===== config.mk =====
export PLATFORM = sky130hd
export DESIGN_NAME = cla_pipe
export DESIGN_NICKNAME = d
export VERILOG_FILES = /design/src/rtl/cla_pipe.sv
export SDC_FILE = /design/constraint.sdc
export NUM_CORES = 1
export LEC_CHECK = 0
export ABC_AREA = 1
export BUFFER_PORTS_ARGS = -buffer_cell sky130_fd_sc_hd__buf_2
export CELL_PAD_IN_SITES_DETAIL_PLACEMENT = 1
export CELL_PAD_IN_SITES_GLOBAL_PLACEMENT = 1
export CORE_UTILIZATION = 44
export DETAILED_ROUTE_END_ITERATION = 16
export GPL_TIMING_DRIVEN = 0
export PLACE_DENSITY_LB_ADDON = 0.2
export SKIP_CTS_REPAIR_TIMING = 1
export SLEW_MARGIN = 5
export SYNTH_ARGS = -nofsm -noshare
export SYNTH_HDL_FRONTEND = slang
export SYNTH_SLANG_ARGS = --single-unit

===== constraint.sdc =====
create_clock -name clk -period 5.68 [get_ports clk]
set_clock_uncertainty 0.05 [all_clocks]
set_input_delay 1.136 -clock clk [delete_from_list [all_inputs] [get_ports clk]]
set_output_delay 1.136 -clock clk [all_outputs]
set_load 0.02 [all_outputs]

===== src/rtl/cla_pipe.sv =====
// cla_pipe: pipelined carry-lookahead add/subtract, one WIDTH/STAGES-bit segment per stage.
// Define CLA_FLAGS_EN to add the out_cout/out_ovf ports and the final-stage carry register.
module cla_pipe #(
    parameter int WIDTH  = 32,
    parameter int STAGES = 2
) (
    input  logic             clk,
    input  logic             rst,
    input  logic             in_valid,
    output logic             in_ready,
    input  logic [WIDTH-1:0] in_a,
    input  logic [WIDTH-1:0] in_b,
    input  logic             in_cin,
    input  logic             in_sub,
    output logic             out_valid,
    input  logic             out_ready,
    output logic [WIDTH-1:0] out_sum
`ifdef CLA_FLAGS_EN
    ,
    output logic             out_cout,
    output logic             out_ovf
`endif
);
    localparam int NS  = (STAGES < 1) ? 1 : STAGES;
    localparam int SEG = WIDTH / NS;
    localparam int NG  = SEG / 4;
    localparam int NC  = (NS > 1) ? NS - 1 : 1;

    if (STAGES < 1) begin : g_bad_stages
        $error("cla_pipe: STAGES must be >= 1");
    end else if (WIDTH % (4 * STAGES) != 0) begin : g_bad_width
        $error("cla_pipe: WIDTH must be a multiple of 4*STAGES");
    end

    // r_x[k]: sum bits of segments 0..k in place, operand A bits above them still unconsumed
    logic [WIDTH-1:0] r_x [NS];
    logic [WIDTH-1:0] r_b [NS];
    logic [NS-1:0]    r_v;
    logic [NC-1:0]    r_c;
    logic [WIDTH-1:0] w_x [NS];
    logic [WIDTH-1:0] w_b [NS];
    logic [WIDTH-1:0] w_nx [NS];
    logic             w_co [NS];
    logic             w_adv;
`ifdef CLA_FLAGS_EN
    logic             w_cmsb;
    logic             r_cout;
    logic             r_ovf;
`endif

    // returns {group G, group P, c3, c2, c1, c0} for one 4-bit lookahead group
    function automatic logic [5:0] cla4(input logic [3:0] g, input logic [3:0] p, input logic c0);
        logic c1, c2, c3;
        c1 = g[0] | (p[0] & c0);
        c2 = g[1] | (p[1] & g[0]) | (p[1] & p[0] & c0);
        c3 = g[2] | (p[2] & g[1]) | (p[2] & p[1] & g[0]) | (p[2] & p[1] & p[0] & c0);
        return {g[3] | (p[3] & g[2]) | (p[3] & p[2] & g[1]) | (p[3] & p[2] & p[1] & g[0]),
                &p, c3, c2, c1, c0};
    endfunction

    always_comb begin
        logic [3:0] g4, p4;
        logic [5:0] t;
        logic       cg;
        g4 = '0;
        p4 = '0;
        t  = '0;
        cg = 1'b0;
        for (int k = 0; k < NS; k++) begin
            w_x[k]  = (k == 0) ? in_a : r_x[(k == 0) ? 0 : k - 1];
            w_b[k]  = (k == 0) ? (in_sub ? ~in_b : in_b) : r_b[(k == 0) ? 0 : k - 1];
            cg      = (k == 0) ? (in_sub | in_cin) : r_c[(k == 0) ? 0 : k - 1];
            w_nx[k] = w_x[k];
            for (int j = 0; j < NG; j++) begin
                g4 = w_x[k][k*SEG+4*j +: 4] & w_b[k][k*SEG+4*j +: 4];
                p4 = w_x[k][k*SEG+4*j +: 4] ^ w_b[k][k*SEG+4*j +: 4];
                t  = cla4(g4, p4, cg);
                w_nx[k][k*SEG+4*j +: 4] = p4 ^ t[3:0];
                cg = t[5] | (t[4] & cg);
            end
            w_co[k] = cg;
        end
`ifdef CLA_FLAGS_EN
        w_cmsb = t[3];
`endif
    end

    assign w_adv     = ~r_v[NS-1] | out_ready;
    assign in_ready  = w_adv;
    assign out_valid = r_v[NS-1];
    assign out_sum   = r_x[NS-1];
`ifdef CLA_FLAGS_EN
    assign out_cout  = r_cout;
    assign out_ovf   = r_ovf;
`endif

    always_ff @(posedge clk or posedge rst) begin
        if (rst) begin
            r_v <= '0;
            r_c <= '0;
            for (int k = 0; k < NS; k++) begin
                r_x[k] <= '0;
                r_b[k] <= '0;
            end
`ifdef CLA_FLAGS_EN
            r_cout <= 1'b0;
            r_ovf  <= 1'b0;
`endif
        end else if (w_adv) begin
            for (int k = 0; k < NS; k++) begin
                r_v[k] <= (k == 0) ? in_valid : r_v[(k == 0) ? 0 : k - 1];
                r_x[k] <= w_nx[k];
                r_b[k] <= w_b[k];
            end
            for (int k = 0; k < NS - 1; k++) r_c[k] <= w_co[k];
`ifdef CLA_FLAGS_EN
            r_cout <= w_co[NS-1];
            r_ovf  <= w_cmsb ^ w_co[NS-1];
`endif
        end
    end
endmodule


## After elaboration in Yosys (flattened, before gate mapping)

Index checks and enable logic that the tools add are counted.

- Flip-flop bits (word level): 99
- Bits in read-only memories: 0
- Output and inout port bits: 34
- Latch bits: 0
- Logic and storage cells: 231
- Input port bits: 70
- Memory bits (writable): 0
- Memories kept: 0

- Div/mod/pow operators: 0
- Multipliers: 0
- Equal/unequal tests: 0
- Muxes and demuxes: 1
- Bitwise operators: 218
- Reduce and logical (&&, ||, !) cells: 7
- Shifts and indexed selects: 0
- $lt $le $gt $ge: 0
- Add/subtract/negate cells: 0

Operators by type and width:

| kind | number |
|---|---|
| $and A1 B1 Y1 | 114 |
| $or A1 B1 Y1 | 78 |
| $xor A4 B4 Y4 | 16 |
| $mux W32 | 1 |
| $not A32 Y32 | 1 |
| $and A4 B4 Y4 | 7 |
| $reduce_and A4 Y1 | 7 |
| $and A3 B3 Y3 | 1 |
| $not A1 Y1 | 1 |

## Depth between registers and ports, before layout

- Depth after elaboration: 15
- Gate-level depth with buffers: 18
- Mapped depth without buffers: 16

## Worst setup path before layout

OpenSTA, ideal clock, no wires.

- Path type: input to register
- From: input port in_sub
- To: register r_x[45] (netlist name)
- Required time: 5.547 ns
- Stages: 17
- Path buffers: 2
- Path slack: 2.311 ns
- Library setup time: 0.083 ns
- Arrival time: 3.236 ns
- Cell sequence: buf_6 -> buf_2 -> xnor2_1 -> inv_1 -> ha_1 -> nand2_1 -> nor2_1 -> nand2_1 -> nand3_2 -> nand2_1 -> nand2_2 -> nand2_2 -> nand2_2 -> inv_1 -> fa_1 -> xor2_1 -> o21ai_0

- Cells in the longest elaborated chain, start to end: 14
- Elaborated cells on any way between the ends: 46
- Classes of those cells: 1 x mux; 42 x bitwise; 3 x reduce/logical

Ends and longest elaborated chain:

| what | line | source |
|---|---|---|
| from (decl) | 14 | `input logic in_sub,` |
| $mux W32 | 71 | `w_b[k] = (k == 0) ? (in_sub ? ~in_b : in_b) : r_b[(k == 0) ? 0 : k - 1];` |
| $xor A4 B4 Y4 or $and A4 B4 Y4 (tied branches) | 76, 75 |  |
| $and A1 B1 Y1 | 57 | `return {g[3] \| (p[3] & g[2]) \| (p[3] & p[2] & g[1]) \| (p[3] & p[2] & p[1] & g[0]),` |
| $or A1 B1 Y1 or $and A1 B1 Y1 (tied branches) (2 in a row) | 57 |  |
| $or A1 B1 Y1 | 57 |  |
| $or A1 B1 Y1 | 79 | `cg = t[5] \| (t[4] & cg);` |
| $and A1 B1 Y1 | 79 |  |
| $or A1 B1 Y1 | 79 |  |
| $and A1 B1 Y1 | 79 |  |
| $or A1 B1 Y1 | 79 |  |
| $and A1 B1 Y1 | 54 | `c1 = g[0] \| (p[0] & c0);` |
| $or A1 B1 Y1 | 54 |  |
| $xor A4 B4 Y4 * | 78 | `w_nx[k][k*SEG+4*j +: 4] = p4 ^ t[3:0];` |
| to (signal, indexed assignment) | 112 | `r_x[k] <= w_nx[k];` |
| to (decl) | 36 | `logic [WIDTH-1:0] r_x [NS];` |

Every way passes the cells marked *; elsewhere a longest branch is shown, timed or not.
A chain may end at the register's enable or synchronous reset.

## Worst setup path in the final report

- From: input port out_ready
- To: output port in_ready

- Cells in the longest elaborated chain, start to end: 1

Ends and longest elaborated chain:

| what | line | source |
|---|---|---|
| from (decl) | 16 | `input logic out_ready,` |
| $or A1 B1 Y1 | 88 | `assign w_adv = ~r_v[NS-1] \| out_ready;` |
| to (decl) | 10 | `output logic in_ready,` |

No other way between the ends.

==> results.toml <==
[sta]
finalSetupViolCount = 0
tightestPinTransition_ns = 0.5903
final_max_slew_viol_count = 0
finalCritPeriodShare = 0.6323
tns_ns = 0
fmax_ghz = 0.2784
max_slew_margin = 0.6065
hold_viol = 0
finalHoldWorstSlack_ns = 0.4109
rsz0062_at_grt = "false"
min_period_ns = 3.592

[die]
dieArea_um2 = 11630
die_x_um = 107.8
rows = 38
core_um2 = 10890
floorplan.initialDensity = 0.4527
ioPinCount = 104
die_h_um = 107.8

[synth]
synthCells = 590
synth_area_um2 = 4928
ys_seq_area_frac = 0.4214
syn_avg_cell_area_um2 = 8.353
synth_area_leader_cell = "dfrtp_1"
synth_top_cell_area_share = 0.4214
syn_nets = 699
synth_cell_type_count = 28
ys_ff_latch = 83
yosysWarnings = 0
synthTopCellsByArea = "dfrtp_1 42%, nand2_1 16%, ha_1 7.9%, buf_4 4.9%, xnor2_1 4.4%"

[min_path]
hp-class = "register to register"

[layout]
fin_area_um2 = 5817
regArea_um2 = 2077
nNetsFinal = 813
drive_above_1_share = 0.2412
syn_to_final_growth_pct = 18.02
final_cells = 849
fillers = 1404
multi_input_area_um2 = 2386
diodes = 0

[clocking]
clk_pin_slew_ns = 0.07
clk_root_buffer_cell = "clkbuf_8"
cts.sinks = 83
cts_buffers = 9
clk_latency_ns = 0.35
cts_buffer_depth = 2
h-tree-depth = 3
cts_tree = "done"

[placement]
portBuffers = 102
dp_cells = 833
gp_congestion = 0.7799
hpwl_um = 9642
place_area_um2 = 5644

[flow_run]
drv_cap = 0

[worst_setup_path]
cpPeakStageDelay_ns = 0.29
cp_max_fo = 10
crit_path_end_kind = "output pin"
slowest_stage = "buf_2"
arrival_ns = 2.41
cp_common_cell = "buf_2"
cp.required_ns = 4.49
worstPathCellList = "buf_2 -> nor2_1 -> buf_2 -> inv_2 -> clkbuf_1 -> buf_2"
critPathBufInv = 5
path_class = "primary input to output pin"
cp-start-kind = "primary input"
critPathTopFamily = "buffers and inverters"

[pwr]
ir_drop_mv = 0.1455
p_int_uw = 1328
combPwrFrac = 0.423
swShare = 0.3835
leakagePower_uw = 0.003101
power_density_nw_per_um2 = 370.3
clkPwrFrac = 0.180
seqPwrFrac = 0.397
switchingPower_uw = 825.9

[drt]
vias = 4158
drc_errors = 0
drt_wl_total_um = 12430
drtAntennaViolNets = 0
firstDrtPassIters = 4
vias_per_cell = 4.898
post_drt_wl_per_cell_um = 14.63
drt_iter0_markers = 134

[grt]
grt_overflow_total = 0
grt_max_degree = 49
grt_pass1_vias = 4466
antenna_found_initial = 0
grt_usage = 0.2355
grt_pass1_wl_um = 21110

[status]
status = "completed"
final timing paths:
kind                       slack, ns           startpoint                      end  depth (start not counted)
max in group asynchronous       4.22                  rst      r_b[58]$_DFFE_PP0P_                          3
min                             0.41   r_v[0]$_DFFE_PP0P_       r_v[1]$_DFFE_PP0P_                          2
max reg2reg                     3.34  r_x[50]$_DFFE_PP0P_  out_sum[29]$_DFFE_PP0P_                         12
min reg2reg                     0.41   r_v[0]$_DFFE_PP0P_       r_v[1]$_DFFE_PP0P_                          2
min in group asynchronous       0.76                  rst      r_b[61]$_DFFE_PP0P_                          2
max                             2.09            out_ready                 in_ready                          6
tightest hold or removal path, cell delays in order, from the launching register on:
cell and delay (ns):
dfrtp_1 0.33, inv_1 0.05, nand2_1 0.06
metrics by stage:
stage          total power, µW  setup WS (ns)  utilization
2_1_floorplan             1503          2.311            -
3_3_place_gp              1741          1.340       0.5156
3_5_place_dp              1790          1.845       0.5184
4_1_cts                   2184          2.035       0.5342
5_1_grt                   2325          1.933       0.5342
6_report                  2154          2.088       0.5342
cell usage after synthesis:
cell type and instances:
nand3_1 18, a21oi_1 15, o21ai_0 38, nand2_2 10
nand3b_1 2, dfrtp_1 83, nor2_8 1, nand4_1 5
buf_4 32, buf_6 1, nand2_1 212, inv_1 33
buf_1 7, inv_2 2, xor2_1 18, nand3_2 2
nor2_1 24, buf_2 6, clkbuf_1 7, o21bai_1 4
ha_1 31, xnor2_1 25, fa_1 8, a211oi_1 1
a21o_1 1, or2_1 1, o211ai_1 1, a31oi_1 2
final cells by class:
cell class,instances,area share
multi-input combinational,419,0.4102
sequential,83,0.3571
timing repair buffer,103,0.09249
buffer,53,0.05743
tap,140,0.03011
clock buffer,14,0.02796
inverter,35,0.02302
clock inverter,2,0.001721
flip-flops by register name (all words and copies together) (netlist names):
name,count
r_v,2
r_c,1
r_b,16
out_sum,32
r_x,32
power groups by stage:
stage | logic, µW | clock network (µW) | registers (µW)
after global placement | 883 | 0 | 858
after CTS | 929 | 399 | 856
final | 910 | 388 | 855
after global routing | 1030 | 422 | 877
after floorplan | 666 | 0 | 837
after detailed placement | 924 | 0 | 866
metal layers:
| layer | vias to the layer above | share of wire | GRT usage |
|---|---|---|---|
| li1 | 2058 | - | - |
| met1 | 2021 | 0.44 | 0.2907 |
| met2 | 70 | 0.53 | 0.4299 |
| met3 | 9 | 0.024 | 0.02906 |
| met4 | 0 | 0.0097 | 0.06262 |
| met5 | - | 0 | 0 |
cells by family after synthesis:
logic type / share of synthesized area
AOI/OAI and AO/OA: 0.06702
adders and majority gates: 0.1112
xor gates and xnor gates: 0.07642
DFF: 0.4214
buffers and inverters: 0.09444
and+or+nand+nor: 0.2295
placed cells by master (no fill, tap or decap):
| master | synthesis | final |
|---|---|---|
| a211oi_1 | 1 | 1 |
| a21o_1 | 1 | 1 |
| a21oi_1 | 15 | 15 |
| a31oi_1 | 2 | 2 |
| buf_1 | 7 | 7 |
| buf_16 | 0 | 1 |
| buf_2 | 6 | 108 |
| buf_4 | 32 | 32 |
| buf_6 | 1 | 1 |
| clkbuf_1 | 7 | 10 |
| clkbuf_8 | 0 | 11 |
| clkinv_2 | 0 | 2 |
| dfrtp_1 | 83 | 83 |
| fa_1 | 8 | 8 |
| ha_1 | 31 | 31 |
| inv_1 | 33 | 32 |
| inv_2 | 2 | 2 |
| inv_4 | 0 | 1 |
| nand2_1 | 212 | 212 |
| nand2_2 | 10 | 10 |
| nand3_1 | 18 | 18 |
| nand3_2 | 2 | 2 |
| nand3b_1 | 2 | 2 |
| nand4_1 | 5 | 5 |
| nor2_1 | 24 | 24 |
| nor2_8 | 1 | 1 |
| o211ai_1 | 1 | 1 |
| o21ai_0 | 38 | 38 |
| o21bai_1 | 4 | 4 |
| or2_1 | 1 | 1 |
| xnor2_1 | 25 | 25 |
| xor2_1 | 18 | 18 |
No activity file was read; power rests on OpenSTA's default activity.
